**src/rtl/key_pkg.sv**
```systemverilog
// Shared types and defaults for the key event decoder.
package key_pkg;

  typedef enum logic [2:0] {
    ST_IDLE,
    ST_PRESSED,
    ST_LONG_HELD,
    ST_WAIT_SECOND,
    ST_SECOND_PRESSED
  } key_state_e;

  localparam int unsigned LONG_CNT_DEF   = 50_000_000;
  localparam int unsigned DBL_CNT_DEF    = 12_500_000;
  localparam int unsigned REPEAT_CNT_DEF = 5_000_000;

  function automatic int unsigned max_u(input int unsigned a, input int unsigned b);
    return (a > b) ? a : b;
  endfunction

endpackage

```
**src/rtl/key_edge_detect.sv**
```systemverilog
// Registers the key level once and flags press/release edges (key_i vs key_q).
module key_edge_detect #(
  parameter logic KEY_ACTIVE = 1'b1
) (
  input  logic clk,
  input  logic rst_n,
  input  logic key_i,
  output logic pressed_o,
  output logic rise_o,
  output logic fall_o
);

  logic key_q;

  always_ff @(posedge clk) begin
    if (!rst_n) key_q <= ~KEY_ACTIVE;
    else        key_q <= key_i;
  end

  always_comb begin
    pressed_o = (key_i == KEY_ACTIVE);
    rise_o    = (key_i == KEY_ACTIVE) && (key_q != KEY_ACTIVE);
    fall_o    = (key_i != KEY_ACTIVE) && (key_q == KEY_ACTIVE);
  end

endmodule

```
**src/rtl/key_event_decoder.sv**
```systemverilog
// Click/long/double/auto-repeat decoder for a debounced key.
// Auto-repeat is built only when KEY_REPEAT_EN is defined.
module key_event_decoder #(
  parameter logic        KEY_ACTIVE = 1'b1,
  parameter int unsigned LONG_CNT   = key_pkg::LONG_CNT_DEF,
  parameter int unsigned DBL_CNT    = key_pkg::DBL_CNT_DEF,
  parameter int unsigned REPEAT_CNT = key_pkg::REPEAT_CNT_DEF
) (
  input  logic clk,
  input  logic rst_n,
  input  logic key_i,
  output logic press_o,
  output logic release_o,
  output logic short_o,
  output logic long_o,
  output logic double_o,
  output logic repeat_o,
  output logic key_state_o
);
  import key_pkg::*;

  localparam int unsigned CW = $clog2(max_u(max_u(LONG_CNT, DBL_CNT), REPEAT_CNT)) + 1;

  logic          pressed, rise, fall;
  key_state_e    state_q;
  logic [CW-1:0] cnt_q, cnt_d;

  key_edge_detect #(.KEY_ACTIVE(KEY_ACTIVE)) u_edge (
    .clk       (clk),
    .rst_n     (rst_n),
    .key_i     (key_i),
    .pressed_o (pressed),
    .rise_o    (rise),
    .fall_o    (fall)
  );

  // Saturating increment; every state change overrides this with zero.
  always_comb begin
    cnt_d = (cnt_q == '1) ? cnt_q : cnt_q + 1'b1;
  end

  always_ff @(posedge clk) begin
    if (!rst_n) begin
      state_q     <= ST_IDLE;
      cnt_q       <= '0;
      press_o     <= 1'b0;
      release_o   <= 1'b0;
      short_o     <= 1'b0;
      long_o      <= 1'b0;
      double_o    <= 1'b0;
      key_state_o <= 1'b0;
`ifdef KEY_REPEAT_EN
      repeat_o    <= 1'b0;
`endif
    end else begin
      press_o     <= rise;
      release_o   <= fall;
      short_o     <= 1'b0;
      long_o      <= 1'b0;
      double_o    <= 1'b0;
      key_state_o <= pressed;
      cnt_q       <= cnt_d;
`ifdef KEY_REPEAT_EN
      repeat_o    <= 1'b0;
`endif
      case (state_q)
        ST_IDLE: begin
          if (rise) begin
            state_q <= ST_PRESSED;
            cnt_q   <= '0;
          end
        end
        ST_PRESSED: begin
          if (fall) begin
            state_q <= ST_WAIT_SECOND;
            cnt_q   <= '0;
          end else if (cnt_q == CW'(LONG_CNT - 1)) begin
            long_o  <= 1'b1;
            state_q <= ST_LONG_HELD;
            cnt_q   <= '0;
          end
        end
        ST_LONG_HELD: begin
          if (fall) begin
            state_q <= ST_IDLE;
            cnt_q   <= '0;
          end
`ifdef KEY_REPEAT_EN
          // Counter restarts at each repeat so pulses stay REPEAT_CNT apart.
          else if (cnt_q == CW'(REPEAT_CNT - 1)) begin
            repeat_o <= 1'b1;
            cnt_q    <= '0;
          end
`endif
        end
        ST_WAIT_SECOND: begin
          // A press on the final window cycle still counts as the second click.
          if (rise) begin
            state_q <= ST_SECOND_PRESSED;
            cnt_q   <= '0;
          end else if (cnt_q == CW'(DBL_CNT - 1)) begin
            short_o <= 1'b1;
            state_q <= ST_IDLE;
            cnt_q   <= '0;
          end
        end
        ST_SECOND_PRESSED: begin
          if (fall) begin
            double_o <= 1'b1;
            state_q  <= ST_IDLE;
            cnt_q    <= '0;
          end
        end
        default: begin
          state_q <= ST_IDLE;
          cnt_q   <= '0;
        end
      endcase
    end
  end

`ifndef KEY_REPEAT_EN
  assign repeat_o = 1'b0;
`endif

endmodule

```
**config.mk**
```make
export PLATFORM = sky130hd
export DESIGN_NAME = key_event_decoder
export DESIGN_NICKNAME = d
export VERILOG_FILES = /design/src/rtl/key_pkg.sv /design/src/rtl/key_edge_detect.sv /design/src/rtl/key_event_decoder.sv
export SDC_FILE = /design/constraint.sdc
export NUM_CORES = 1
export LEC_CHECK = 0
export BUFFER_PORTS_ARGS = -buffer_cell sky130_fd_sc_hd__clkbuf_2
export CAP_MARGIN = 20
export CORE_MARGIN = 2
export CORE_UTILIZATION = 30
export CTS_CLUSTER_SIZE = 14
export DETAILED_ROUTE_END_ITERATION = 16
export GPL_TIMING_DRIVEN = 0
export PLACE_DENSITY = 0.48
export SYNTH_ARGS = -nofsm -noshare
export SYNTH_HDL_FRONTEND = slang
export SYNTH_SLANG_ARGS = --single-unit
```
**constraint.sdc**
```tcl
create_clock -name clk -period 3.06 [get_ports clk]
set_input_delay 0.459 -clock clk [delete_from_list [all_inputs] [get_ports clk]]
set_output_delay 0.459 -clock clk [all_outputs]
set_load 0.05 [all_outputs]
```
### Yosys cells after proc, flatten, opt, wreduce, memory -nomap -nowiden

Index checks and enable logic that the tools add are counted.

| word-level totals | value |
|---|---|
| register bits after elaboration | 36 |
| bits in latches | 0 |
| RAM bits | 0 |
| bits in read-only memories | 0 |
| bits of input ports | 3 |
| output and inout bits | 7 |
| word-level logic and storage cells | 51 |
| memories kept | 0 |

| operators by class | value |
|---|---|
| $add $sub $neg | 1 |
| multiply operators | 0 |
| divide/modulo/power cells | 0 |
| magnitude comparators | 0 |
| equality and inequality tests | 11 |
| shift operators | 0 |
| mux-type cells | 18 |
| bitwise operators | 5 |
| reductions and logical operators | 8 |

Operators with widths:

| kind | number |
|---|---|
| 2-to-1 mux 27 bit | 7 |
| case mux 27 bit (4 select lines) | 1 |
| adder 27 x 1 -> 27 bit, second input constant | 1 |
| == test 27 x 24 -> 1 bit, second input constant | 1 |
| == test 27 x 26 -> 1 bit, second input constant | 1 |
| == test 27 bit, second input constant | 1 |
| 2-to-1 mux 3 bit | 6 |
| case mux 3 bit (4 select lines) | 1 |
| == test 3 x 2 -> 1 bit, second input constant | 2 |
| != test 3 bit, second input constant | 2 |
| OR reduction 3 bit | 2 |
| inverter 1 bit | 5 |
| AND reduction 4 bit | 1 |
| == test 3 x 1 -> 1 bit, second input constant | 1 |
| == test 3 bit, second input constant | 1 |
| logical NOT 3 bit | 1 |
| 2-to-1 mux 1 bit | 3 |
| logical AND 1 bit | 2 |
| != test 2 x 1 -> 1 bit, second input constant | 1 |
| != test 2 bit, second input constant | 1 |
| AND reduction 2 bit | 1 |
| OR reduction 2 bit | 1 |

### Logic depth before layout (Yosys ltp)

| logic depth | value |
|---|---|
| depth after elaboration | 5 |
| gate-level depth with buffers | 8 |
| depth with buffers taken out | 6 |

### Hierarchy

Synthesis repeated with hierarchy kept, for this count alone.

| unflattened totals | value |
|---|---|
| cells, all modules | 226 |
| area total of the unflattened synthesis | 1901.8 µm² |

By module, submodules not included:

| module | instances | cells an instance | area an instance (µm²) | seq. area each (µm²) |
|---|---|---|---|---|
| key_event_decoder | 1 | 221 | 1855.5 | 720.7 |
| key_edge_detect | 1 | 5 | 46.3 | 20.0 |

### Worst setup path before layout

Ideal clock, no wire load.

| timing | value |
|---|---|
| kind | register to register |
| start point | register cnt_q[0] |
| end point | register cnt_q[11] |
| setup time | 130 ps |
| arrival time | 1887 ps |
| required time | 2930 ps |
| setup slack | 1043 ps |
| cell stages (with the launch flop) | 9 |
| path buffers | 2 |
| period minus slack after synthesis | 2017 ps |
| cells stage by stage | dfxtp_1 ha_1 nand4_2 or4_2 o21ai_1 a31o_1 buf_4 buf_6 a21oi_1 |

| between the ends | value |
|---|---|
| word-level cells in the longest chain between the ends | 5 |
| elaborated cells between the ends (all ways) | 12 |
| those cells by class | add/sub (1); eq/ne (3); mux (8) |

RTL lines:

| what | line | RTL |
|---|---|---|
| start, declared | key_event_decoder.sv:26 | `logic [CW-1:0] cnt_q, cnt_d;` |
| start signal, assigned | key_event_decoder.sv:62 | `cnt_q <= cnt_d;` |
| adder 27 x 1 -> 27 bit / == test 27 bit (equally long branches) | key_event_decoder.sv:39 | `cnt_d = (cnt_q == '1) ? cnt_q : cnt_q + 1'b1;` |
| 2-to-1 mux 27 bit | key_event_decoder.sv:39 |  |
| 2-to-1 mux 27 bit (on tied branches) | key_event_decoder.sv:101, key_event_decoder.sv:77 |  |
| 2-to-1 mux 27 bit (on tied branches) | key_event_decoder.sv:98, key_event_decoder.sv:74 |  |
| case mux 27 bit (4 select lines) (*) | key_event_decoder.sv:66 | `case (state_q)` |

Mark *: on every way between the ends. The rest lies on a longest branch, timed or not.
A chain may end at the register's enable or synchronous reset.

### Worst setup path in the final report

| timing | value |
|---|---|
| start point | register cnt_q[0] |
| end point | register cnt_q[10] |

Same word-level chain as after synthesis.

==> results by group <==
Setup path
  – Req. time, crit path: 3.23 ns
  – Crit end category: flop
  – Worst reg2reg path endpoint: cnt_q[10]
  – Worst Setup Path Type: reg2reg
  – Cell Chain, Critical Path: ha_1 > nand4_2 > or4_2 > o21ai_1 > a31o_1 > buf_4 > buf_6 > a21oi_1
  – CP top delay family: simple AND/OR/NAND/NOR gates
  – R2r setup slk: 0.74 ns
  – Worst path bufs/invs: 2
  – Startpoint types: flop
  – Reg2reg path depth: 8
  – R2R Path Start: cnt_q[0]
  – CP arrival: 2.49 ns
  – Slowest cell on crit path: or4_2
  – Critical Path Fanout Max: 10
  – CP max stage delay: about 0.65 ns

Routing
  – DR iter-0 viols: 139
  – 1st-pass router iterations: 4
  – # DRC: 0
  – Wirelength per Cell: 14.2 um
  – Via Count: 1597
  – Via-per-instance ratio: 5.14
  – Total Wirelength: between 4000 and 5000 um
  – Post-route ant nets: 0

Min path
  – Hold WC Path Type: in2reg
  – Hold Crit Start: key_i
  – Endpoint, Worst Hold: u_edge.key_q
  – Hold Path Depth: 2

Final layout
  – Antenna fix cells: 0
  – Area Growth Syn to Fin: 12.8%
  – Final Net Count: 237
  – Fraction of layout cells with a size suffix above 1: 0.162
  – Util after Layout: 0.345

Timing
  – Layout Skew: 0.00749 ns
  – Unrepaired setup endpoints after global routing: no
  – Sum Neg Setup Slack: 0 ns
  – Rel. slew slack: 0.655
  – Max frequency: between 400 and 500 MHz
  – Final Slew Violations: 0
  – Setup Viol. Count Final: 0
  – Tcrit/Tclk final: 0.757
  – Worst-margin pin slew: just over 0.5 ns
  – Final min period: roughly 2.3 ns
  – Hold Vio Cnt, Final: 0

Clock tree
  – Clk buf depth: 2
  – Reg clk slew, reported paths: 0.07 ns
  – Post-cts sizing count: 0
  – TritonCTS clock tree: done
  – Hold_buf cts: 0
  – Clock sink count: 36
  – H-tree levels: 2
  – Root buf cell: clkbuf_8
  – Worst-Skew Late Latency: 0.28 ns
  – TritonCTS buffer count: 5
  – Setup bufs post-CTS: 0

Synth
  – Synth Warn #: 0
  – Fraction of registers with async set/reset: 0
  – Yosys reg bits: 36
  – Syn avg cell area: 8.77 sq um
  – Mapped Area: 1910 sq um
  – Primary FF master, synth: dfxtp_1
  – Post-Syn Instances: 218
  – Count of cell types in the netlist: 56
  – Syn Nets: 222
  – Seq/Total Area, Yosys: 0.377
  – EDFF count, synth: 0

Place
  – Gpl congestion: 0.758
  – Port bufs: 8
  – Post-DP HPWL: around 3200 um

Floorplanning
  – I/O pins: 10
  – Initial cell density of the core: 0.306
  – Std cell rows: 29
  – Die span in y: 83.8 um
  – Die X-Extent: 83.8 um
  – Core area: 6240 sq um
  – Full die area: 7030 sq um

Global routing
  – GRT overflow: 0
  – Overall global routing resource usage: 0.131
  – Antenna violations before repair: 0
  – Largest net degree at the start of global routing: 12
  – First-pass GRT wire length: 7460 um
  – Vias in the first global route: 1496

Flow run
  – Max Cap Viol: 0

Pwr
  – Maximum vdd drop: 0.000234 V
  – Leakage power: 0.722 nW
  – Tot Pwr: 0.000974 W
  – Power Dens Cells: about 450 nW/um^2

Status
  – Run status: complete, no violations
## final cells by class
| cell class | instances | area (sq um) |
|---|---|---|
| multi-input combinational | 165 | 1090 |
| clock buffer | 6 | 72.6 |
| tap | 77 | 96.3 |
| buffer | 11 | 78.8 |
| timing repair buffer | 8 | 40.0 |
| sequential | 36 | 721 |
| fill | 653 | 4090 |
| clock inverter | 2 | 35.0 |
| inverter | 6 | 22.5 |
## flip-flops by register name, summed over array words and instances, names as in the netlist
register,flops
cnt_q,27
double_o,1
long_o,1
press_o,1
release_o,1
short_o,1
state_q,3
u_edge.key_q,1
## cell usage in the layout (no fill, tap or decap), types with 6 or more instances in the layout
cell type  netlist  final
clkbuf_2         0      8
a211oi_1         6      6
or4_1            7      7
xor2_1           6      6
dfxtp_1         36     36
nand2_1         11     11
inv_1            6      6
nand3_1         12     12
xnor2_1          9      9
nor2_1          26     26
a21oi_1         11     11
## how the worst max path moves through the flow
stage	startpoint	to	slack [ns]	depth (start not counted)
2_1_floorplan	cnt_q[0]	cnt_q[11]	1.04	8
3_3_place_gp	cnt_q[0]	cnt_q[11]	0.76	8
3_5_place_dp	cnt_q[0]	cnt_q[8]	0.75	8
4_1_cts	cnt_q[0]	cnt_q[10]	0.73	8
5_1_grt	cnt_q[0]	cnt_q[1]	0.60	8
6_report	cnt_q[0]	cnt_q[10]	0.74	8
## Yosys cell counts (5+ instances only)
| library cell | instances | area, sq um |
|---|---|---|
| xor2_1 | 6 | 52.6 |
| inv_1 | 6 | 22.5 |
| a21oi_1 | 11 | 55.1 |
| nor2_1 | 26 | 97.6 |
| xnor2_1 | 9 | 78.8 |
| nand3_1 | 12 | 60.1 |
| nor3_1 | 5 | 25.0 |
| nand2_1 | 11 | 41.3 |
| dfxtp_1 | 36 | 721 |
| a211oi_1 | 6 | 45.0 |
| or4_1 | 7 | 52.6 |
| nand4_1 | 5 | 31.3 |
## cell families (layout without fill, tap and decap cells)
family,after synthesis,after routing,share of synthesized area
buf+inv,17,33,0.0530
xor+xnor,15,15,0.0687
compound gates,45,45,0.172
simple gates,101,101,0.310
mux,2,2,0.0105
other cells,1,1,0.00196
fa+ha+maj,1,1,0.00654
flops,36,36,0.377
## metal layers
metal / vias up / share of wire / GRT usage
met1: 737 / 0.52 / 0.184
met5: - / 0 / 0
met4: 0 / 0.0068 / 0.0308
met3: 4 / 0.035 / 0.0317
li1: 833 / - / -
met2: 23 / 0.44 / 0.204
## worst register-to-register path: stages, from the launching register on
cell	delay (ns)
dfxtp_1	0.37
ha_1	0.25
nand4_2	0.15
or4_2	0.65
o21ai_1	0.19
a31o_1	0.16
buf_4	0.19
buf_6	0.18
a21oi_1	0.06
## where the power goes
group          total [W]  switching, W  leakage [nW]  internal, W
registers       0.000484    0.00000711         0.291     0.000477
logic          0.0000823     0.0000520         0.376    0.0000302
clock network   0.000408      0.000166        0.0552     0.000242
total           0.000974      0.000225         0.722     0.000749
## through the flow
| stage | instance area [sq um] | worst slack (ns) | hold WS (ns) | instances |
|---|---|---|---|---|
| 2_1_floorplan | 1910 | 1.04 | 0.451 | 218 |
| 3_3_place_gp | 2050 | 0.760 | 0.469 | 303 |
| 3_5_place_dp | 2050 | 0.750 | 0.478 | 303 |
| 4_1_cts | 2160 | 0.735 | 0.418 | 311 |
| 5_1_grt | 2160 | 0.596 | 0.444 | 311 |
| 6_report | 2160 | 0.743 | 0.427 | 311 |
Power figures use the tool's default switching activity.
